**src/rtl/apb_gpio_regs.sv**
```systemverilog
// ---------------------------------------------------------------------------
// apb_gpio_regs
// APB slave GPIO expander sitting behind the Wishbone-to-APB bridge.
// Registers: DATA_OUT, DIR, DATA_IN (synchronized pads), IRQ_EN,
// IRQ_STATUS (W1C, edge-set), EDGE_SEL (1 = rising), ID.
//
// Ports:
//   wb_clk_i, wb_rst_n_i   clock / async active-low reset
//   s_apb_addr/sel/write/ena/wdata/pstb   APB request from the bridge
//   s_apb_rdata            registered read data (captured in setup cycle)
//   s_apb_rready           PREADY, 1 whenever out of reset
//   gpio_in                asynchronous pad inputs
//   gpio_out, gpio_oe      DATA_OUT and DIR register contents
//   irq_o                  registered |(IRQ_STATUS & IRQ_EN)
// ---------------------------------------------------------------------------
module apb_gpio_regs #(
   parameter int unsigned NGPIO     = 16,
   parameter logic [31:0] BASE_ADDR = 32'h3000_0000,
   parameter logic [31:0] ID_VALUE  = 32'h4750_494F
) (
   input  logic             wb_clk_i,
   input  logic             wb_rst_n_i,
   input  logic [31:0]      s_apb_addr,
   input  logic             s_apb_sel,
   input  logic             s_apb_write,
   input  logic             s_apb_ena,
   input  logic [31:0]      s_apb_wdata,
   input  logic [3:0]       s_apb_pstb,
   output logic [31:0]      s_apb_rdata,
   output logic             s_apb_rready,
   input  logic [NGPIO-1:0] gpio_in,
   output logic [NGPIO-1:0] gpio_out,
   output logic [NGPIO-1:0] gpio_oe,
   output logic             irq_o
);

   localparam int unsigned OFF_W = 6;
   localparam logic [OFF_W-1:0] OFF_DATA_OUT   = 6'h00;
   localparam logic [OFF_W-1:0] OFF_DIR        = 6'h01;
   localparam logic [OFF_W-1:0] OFF_DATA_IN    = 6'h02;
   localparam logic [OFF_W-1:0] OFF_IRQ_EN     = 6'h03;
   localparam logic [OFF_W-1:0] OFF_IRQ_STATUS = 6'h04;
   localparam logic [OFF_W-1:0] OFF_EDGE_SEL   = 6'h05;
   localparam logic [OFF_W-1:0] OFF_ID         = 6'h06;

   // State
   logic [NGPIO-1:0] data_out_q,   data_out_d;
   logic [NGPIO-1:0] dir_q,        dir_d;
   logic [NGPIO-1:0] irq_en_q,     irq_en_d;
   logic [NGPIO-1:0] irq_status_q, irq_status_d;
   logic [NGPIO-1:0] edge_sel_q,   edge_sel_d;
   logic [NGPIO-1:0] meta_q,       meta_d;
   logic [NGPIO-1:0] sync_q,       sync_d;
   logic [NGPIO-1:0] prev_q,       prev_d;
   logic [1:0]       warm_q,       warm_d;
   logic [31:0]      rdata_q,      rdata_d;
   logic             irq_q,        irq_d;
   logic             rready_q,     rready_d;

   // Decode helpers
   logic             base_hit;
   logic [OFF_W-1:0] offset;
   logic             wr_en;
   logic             rd_cap;
   logic [31:0]      lane_mask;
   logic [NGPIO-1:0] wmask;
   logic [NGPIO-1:0] wbits;
   logic [NGPIO-1:0] edge_hit;
   logic [31:0]      rd_val;

   // Address decode, byte-lane mask and read mux
   always_comb begin
      base_hit = (s_apb_addr[31:8] == BASE_ADDR[31:8]);
      offset   = s_apb_addr[7:2];
      wr_en    = s_apb_sel & s_apb_ena & s_apb_write & base_hit;
      rd_cap   = s_apb_sel & ~s_apb_ena & ~s_apb_write;
      lane_mask = '0;
      for (int k = 0; k < 4; k++) begin
         lane_mask[8*k +: 8] = {8{s_apb_pstb[k]}};
      end
      wmask = lane_mask[NGPIO-1:0];
      wbits = s_apb_wdata[NGPIO-1:0];

      rd_val = '0;
      if (base_hit) begin
         case (offset)
            OFF_DATA_OUT:   rd_val = 32'(data_out_q);
            OFF_DIR:        rd_val = 32'(dir_q);
            OFF_DATA_IN:    rd_val = 32'(sync_q);
            OFF_IRQ_EN:     rd_val = 32'(irq_en_q);
            OFF_IRQ_STATUS: rd_val = 32'(irq_status_q);
            OFF_EDGE_SEL:   rd_val = 32'(edge_sel_q);
            OFF_ID:         rd_val = ID_VALUE;
            default:        rd_val = '0;
         endcase
      end
   end

   // Edge detect, gated until the warm-up counter saturates so pins already
   // high at reset release do not look like rising edges.
   always_comb begin
      edge_hit = '0;
      if (warm_q == 2'd3) begin
         edge_hit = (edge_sel_q & sync_q & ~prev_q) |
                    (~edge_sel_q & ~sync_q & prev_q);
      end
   end

   // Next-state logic
   always_comb begin
      data_out_d   = data_out_q;
      dir_d        = dir_q;
      irq_en_d     = irq_en_q;
      irq_status_d = irq_status_q;
      edge_sel_d   = edge_sel_q;
      rdata_d      = rdata_q;

      meta_d   = gpio_in;
      sync_d   = meta_q;
      prev_d   = sync_q;
      warm_d   = (warm_q == 2'd3) ? warm_q : warm_q + 2'd1;
      rready_d = 1'b1;

      if (wr_en) begin
         case (offset)
            OFF_DATA_OUT: data_out_d = (data_out_q & ~wmask) | (wbits & wmask);
            OFF_DIR:      dir_d      = (dir_q      & ~wmask) | (wbits & wmask);
            OFF_IRQ_EN:   irq_en_d   = (irq_en_q   & ~wmask) | (wbits & wmask);
            OFF_EDGE_SEL: edge_sel_d = (edge_sel_q & ~wmask) | (wbits & wmask);
            OFF_IRQ_STATUS: irq_status_d = irq_status_q & ~(wbits & wmask);
            default: ;
         endcase
      end
      // Set after clear so a same-cycle edge wins over W1C
      irq_status_d = irq_status_d | edge_hit;

      if (rd_cap) begin
         rdata_d = rd_val;
      end

      irq_d = |(irq_status_q & irq_en_q);
   end

   // State register
   always_ff @(posedge wb_clk_i or negedge wb_rst_n_i) begin
      if (!wb_rst_n_i) begin
         data_out_q   <= '0;
         dir_q        <= '0;
         irq_en_q     <= '0;
         irq_status_q <= '0;
         edge_sel_q   <= '0;
         meta_q       <= '0;
         sync_q       <= '0;
         prev_q       <= '0;
         warm_q       <= '0;
         rdata_q      <= '0;
         irq_q        <= 1'b0;
         rready_q     <= 1'b0;
      end else begin
         data_out_q   <= data_out_d;
         dir_q        <= dir_d;
         irq_en_q     <= irq_en_d;
         irq_status_q <= irq_status_d;
         edge_sel_q   <= edge_sel_d;
         meta_q       <= meta_d;
         sync_q       <= sync_d;
         prev_q       <= prev_d;
         warm_q       <= warm_d;
         rdata_q      <= rdata_d;
         irq_q        <= irq_d;
         rready_q     <= rready_d;
      end
   end

   assign s_apb_rdata  = rdata_q;
   assign s_apb_rready = rready_q;
   assign gpio_out     = data_out_q;
   assign gpio_oe      = dir_q;
   assign irq_o        = irq_q;

   // Address byte bits and write data / lane bits above NGPIO are don't-care
   logic unused_bits;
   assign unused_bits = ^{s_apb_addr[1:0], s_apb_wdata, lane_mask};

endmodule

```
**config.mk**
```make
export PLATFORM = sky130hd
export DESIGN_NAME = apb_gpio_regs
export DESIGN_NICKNAME = d
export VERILOG_FILES = /design/src/rtl/apb_gpio_regs.sv
export SDC_FILE = /design/constraint.sdc
export NUM_CORES = 1
export LEC_CHECK = 0
export CORE_ASPECT_RATIO = 0.9
export CORE_UTILIZATION = 54
export DETAILED_ROUTE_END_ITERATION = 8
export PLACE_DENSITY = 0.95
export REMOVE_ABC_BUFFERS = 1
export SYNTH_ARGS = -nofsm -noshare
export SYNTH_HDL_FRONTEND = slang
export SYNTH_SLANG_ARGS = --single-unit
```
**constraint.sdc**
```tcl
create_clock -name wb_clk_i -period 2.75 [get_ports wb_clk_i]
set_input_delay 0.55 -clock wb_clk_i [delete_from_list [all_inputs] [get_ports wb_clk_i]]
set_output_delay 0.55 -clock wb_clk_i [all_outputs]
set_load 0.02 [all_outputs]
```
==> metrics, run 1 <==
status=complete, no violations; unrepaired setup endpoints after global routing=false; Post-DP Area=8380 sq um; Final WS setup=0.196 ns; EDFF count, synth=0; critical path peak fanout=10; # IOs=155; crit end category=register; hold slack=0.0667 ns; die height=108 um; CTS tree=built; final period utilization=92.9%; Place WS=-0.183 ns; register area share after synthesis=55.6%; yosys warns=0; synthesized area per cell=12.3 sq um; max-slew violation count=0; post-cts resize count=0; most common cell in the synthesized netlist=dfrtp_1; Iter 0 DRT Violations=553; post-DR wirelength/cell=22.5 um; H-tree levels=4; clk root buf=clkbuf_16; initial antenna violation count=0; Worst path max stage delay=0.50 ns; # hold bufs at CTS=0; mapped cell area=6700 sq um; initial cell density of the core=55.5%; CP top delay family=simple AND/OR/NAND/NOR gates; Port Buffers=124; Antenna Nets Post-Route=0; Worst EP arrival=2.86 ns; Tot GR Track Use=32.2%; Peak Freq=392 MHz; width of the die=119 um; Fin Setup TNS=0 ns; clk slew on worst S/H paths=0.06 ns; Crit path buffers/inverters=2; final core utilization=74.5%; Core Box Area=12100 sq um; Post-Route WL=19600 um; reg2reg setup slack=1.18 ns; post-route minimum period=2.55 ns; TritonCTS buffer count=17; Register Area=3730 sq um; total chip power=4.99 mW; Layout Skew=0.00703 ns; Pleak=3.87 nW; Yosys top cell by area=dfrtp_1; final non-filler cell total=874; ranking of synthesized cells by area=dfrtp_1 (56%), mux2_2 (13%), nand2_1 (3.8%); GRT overflow=0; final setup violation count=0; vias in the first global route=5794; vias per cell=6.21; final hold vios=0; Post-Syn Instances=547; reg2reg end=warm_q[1]$_DFFE_PN0N_; area of the multi-input gates=2770 sq um; Max-Cap Viols=0; PD cells=554 nW/um^2; Setup Buffers After CTS=0; Rows=38; share of layout cells above drive strength 1=24.9%; CTS Sinks=149; worst relative slew slack=43.1%; cell count after placement=843; top cell type's share of synthesized area=55.6%; First-pass DRT Iterations=6; Peak VDD IR=0.379 mV; Crit-path slowest cell=nor4_1; fillers=752; largest net degree at the start of global routing=58; die area=12900 sq um; worst reg-to-reg path cell count=2; post-DP HPWL=13400 um; Slew @ Worst Pin=0.851 ns; Area Overhead vs Synth=34.2%; ys flop type=dfrtp_1; clock latency on the worst-skew pair=0.43 ns; RD Place Congestion=0.909; first-pass GRT wire length=30600 um; worst r2r src=warm_q[0]$_DFFE_PN0N_; nets=792; sequence of cells on the critical path=clkdlybuf4s50_1, nor4_1, nand2_2, nor4_4, buf_12, mux2_2; Post-synth top cells=dfrtp_1 (149), mux2_2 (76), nand2_1 (67), o21ai_0 (33), nor2_1 (20); Yosys reg bits=149; Setup Crit Path Kind=in2reg; vias=5425; antenna cell count=0; worst path required time=3.06 ns; post-layout instance area=9000 sq um; asr flop ratio synth=100%; DRC Markers=0; synth unique cells=43; Max clock buf depth=2; Worst Hold Class=in2async; critical path startpoint category=input port
==> per-layer routing <==
metal	share of wire, %	wire, um	track usage (%)
met5	0	0	0
met4	4.5	877	20.0
met3	8.6	1700	8.10
met2	49	9700	51.8
met1	37	7360	39.2
==> kinds of logic (layout without fill, tap and decap cells) <==
logic type                 after synthesis  after routing  synth area share, %
AOI/OAI and AO/OA                       77             77                 8.06
DFF                                    149            149                 55.6
and+or+nand+nor                        177            177                 16.0
buffers and inverters                   44            202                 3.51
muxes                                   96             96                 16.4
adders and majority gates                1              1                0.187
other                                    2             11                0.112
xor gates and xnor gates                 1              1                0.131
==> layout make-up <==
| cell class | count | share of cell area (%) |
|---|---|---|
| Sequential cell | 149 | 41.4 |
| Multi-Input combinational cell | 363 | 30.8 |
| Timing Repair Buffer | 166 | 18.4 |
| Clock buffer | 23 | 5.53 |
| Tap cell | 160 | 2.22 |
| Clock inverter | 8 | 1.35 |
| Inverter | 5 | 0.209 |
==> report_power, final <==
group	switching (mW)	total, mW	internal [mW]
registers	0.0241	2.25	2.23
logic	0.175	0.326	0.151
clock network	0.872	2.41	1.54
total	1.07	4.99	3.92
==> layout by cell type (no fill, tap or decap), types with 3 or more instances in the layout <==
cell / count
nor4_1: 3
a22o_1: 11
o21ai_0: 33
buf_12: 8
nor4b_1: 6
nand4_1: 4
nor3_1: 17
o31ai_1: 17
buf_4: 34
clkbuf_8: 5
nand3_1: 6
nand2_1: 67
mux2_1: 3
or3_1: 5
nor4_2: 3
a221oi_1: 5
bufinv_16: 3
nor2_1: 20
or2_2: 10
clkdlybuf4s50_1: 123
mux2i_1: 14
mux4_2: 3
mux2_2: 76
clkinv_2: 3
clkbuf_16: 17
conb_1: 11
inv_1: 5
dfrtp_1: 149
nor3b_1: 16
a222oi_1: 8
nor4_4: 8
==> worst max path at each step <==
| stage | start | to | slack [ns] | depth (start not counted) |
|---|---|---|---|---|
| 4_1_cts | s_apb_addr[30] | register | 0.22 | 6 |
| 3_3_place_gp | s_apb_addr[4] | register | -0.09 | 6 |
| 6_report | s_apb_addr[30] | register | 0.20 | 6 |
| 2_1_floorplan | s_apb_addr[5] | register | -0.004 | 4 |
| 5_1_grt | s_apb_addr[30] | register | 0.15 | 6 |
| 3_5_place_dp | s_apb_addr[31] | register | -0.18 | 6 |
Note: power is estimated with default switching activity, not from simulation.
==> run 2: changes to the inputs <==
==> constraint.sdc (replaced) <==
create_clock -name wb_clk_i -period 2.75 [get_ports wb_clk_i]
set_input_delay 0.825 -clock wb_clk_i [delete_from_list [all_inputs] [get_ports wb_clk_i]]
set_output_delay 0.825 -clock wb_clk_i [all_outputs]
set_load 0.02 [all_outputs]
==> metrics, run 2 (synthesis results as in run 1) <==
status=complete, no violations; met3 routed WL=2140 um (+26%); Post-DP Area=8470 sq um (+1.0%); Slew @ Worst Pin=0.855 ns (+0.00400 ns); clock latency on the worst-skew pair=0.43 ns (about the same); Worst EP arrival=3.03 ns (+0.17 ns); worst path required time=3.04 ns (-0.02 ns); Place WS=-0.455 ns (-0.272 ns); Post-Route WL=20500 um (+4.6%); area of the multi-input gates=2800 sq um (+0.81%); post-DP HPWL=14000 um (+4.1%); Setup Crit Path Kind=in2reg; final core utilization=75.2% (+0.69 points); crit end category=register; final period utilization=99.4% (+6.6 points); initial antenna violation count=0 (unchanged); TritonCTS buffer count=17 (unchanged); nets=802 (+1.3%); width of the die=119 um (unchanged); Core Box Area=12100 sq um (unchanged); vias per cell=6.38 (+2.8%); final hold vios=0 (unchanged); hold slack=0.352 ns (+0.285 ns); Layout Skew=0.0104 ns (+0.00332 ns); Tot GR Track Use=33.6% (+1.4 points); RD Place Congestion=0.972 (+6.9%); PD cells=540 nW/um^2 (-2.5%); Port Buffers=124 (unchanged); Max-Cap Viols=0 (unchanged); worst relative slew slack=43.0% (-0.057 points); GRT overflow=0 (unchanged); post-layout instance area=9080 sq um (+0.93%); First-pass DRT Iterations=6 (unchanged); fillers=691 (-8.1%); Register Area=3730 sq um (unchanged); Pleak=3.91 nW (+1.2%); vias in the first global route=5919 (+2.2%); final setup violation count=0 (unchanged); Fin Setup TNS=0 ns (unchanged); Iter 0 DRT Violations=740 (+34%); CTS tree=built; clk slew on worst S/H paths=0.06 ns (about the same); critical path peak fanout=9 (-1); met1 WL=7120 um (-3.3%); Antenna Nets Post-Route=0 (unchanged); die height=108 um (unchanged); initial cell density of the core=55.5% (unchanged); most frequent cells in the layout=dfrtp_1 (149), clkdlybuf4s50_1 (122), mux2_2 (76), nand2_1 (67), buf_4 (42); Final WS setup=0.0155 ns (-0.181 ns); vias=5636 (+3.9%); DRC Markers=0 (unchanged); metal2 WL=9830 um (+1.3%); Max clock buf depth=2 (unchanged); final non-filler cell total=883 (+1.0%); # IOs=155 (unchanged); first-pass GRT wire length=31500 um (+3.2%); critical path startpoint category=input port; max layer used=met4; cell count after placement=853 (+1.2%); post-DR wirelength/cell=23.3 um (+3.5%); Peak Freq=366 MHz (-6.6%); Worst Hold Class=reg2reg; CTS Sinks=149 (unchanged); max-slew violation count=0 (unchanged); post-route minimum period=2.73 ns (+0.181 ns); H-tree levels=4 (unchanged); Area Overhead vs Synth=35.5%; share of layout cells above drive strength 1=26.4% (+1.5 points); unrepaired setup endpoints after global routing=false; Peak VDD IR=0.525 mV (+38%); antenna cell count=0 (unchanged); largest net degree at the start of global routing=57 (-1.7%); most common library cell in the layout ignoring fill and taps=dfrtp_1; Setup Buffers After CTS=0 (unchanged); die area=12900 sq um (unchanged); clk root buf=clkbuf_16; Rows=38 (unchanged); total chip power=4.91 mW (-1.6%)
run 2: cell types whose count changed in the layout (fill, tap and decap cells not counted), sizes merged:
cell	delta
buf	+10
clkdlybuf4s50	-1
dlymetal6s2s	+1
clkinv	+1
clkbuf	-5
inv	+1
clkinvlp	+2
run 2: cell type report:
cell class              count  area share, %
repair buffers            176           19.3
flip-flops and latches    149           41.1
clock buffers              18           4.73
inverters                   5          0.207
multi-input cells         363           30.8
well taps                 160           2.20
clock inverters            12           1.74
run 2: per-layer routing:
metal	GRT usage, %	vias up
met2	54.4	433
li1	-	2317
met1	39.2	2728
met3	10.0	158
met5	0	-
met4	21.5	0
run 2: timing repair:
| item | CTS | global route |
|---|---|---|
| endpoints found under the setup margin | 15 | 33 |
| hold buffers | 0 | 0 |
| gates resized for setup | 2 | 5 |
run 2: final timing paths:
path	from	end	slack, ns	depth (start not counted)
min reg2reg	meta_q[9]$_DFF_PN0_	prev_d[9]$_DFF_PN0_	0.35	0
min in group asynchronous	wb_rst_n_i	prev_d[1]$_DFF_PN0_	0.36	1
max	s_apb_addr[2]	irq_status_q[5]$_DFF_PN0_	0.02	8
max in group asynchronous	wb_rst_n_i	asynchronous set/reset pin	1.73	2
max reg2reg	warm_q[0]$_DFFE_PN0N_	irq_status_q[5]$_DFF_PN0_	1.07	3
min	meta_q[9]$_DFF_PN0_	prev_d[9]$_DFF_PN0_	0.35	0
run 2: power breakdown:
part | total, mW | internal, mW | switching, mW
Combinational | 0.340 | 0.158 | 0.182
Sequential | 2.25 | 2.23 | 0.0242
Clock | 2.31 | 1.42 | 0.898
Total | 4.91 | 3.80 | 1.10
run 2: critical path, stage by stage:
cell             delay [ns]
clkdlybuf4s50_1        0.55
buf_4                  0.24
nor2_1                 0.27
buf_4                  0.27
nand4_1                0.15
buf_4                  0.24
o31ai_1                0.36
nand2_1                0.12
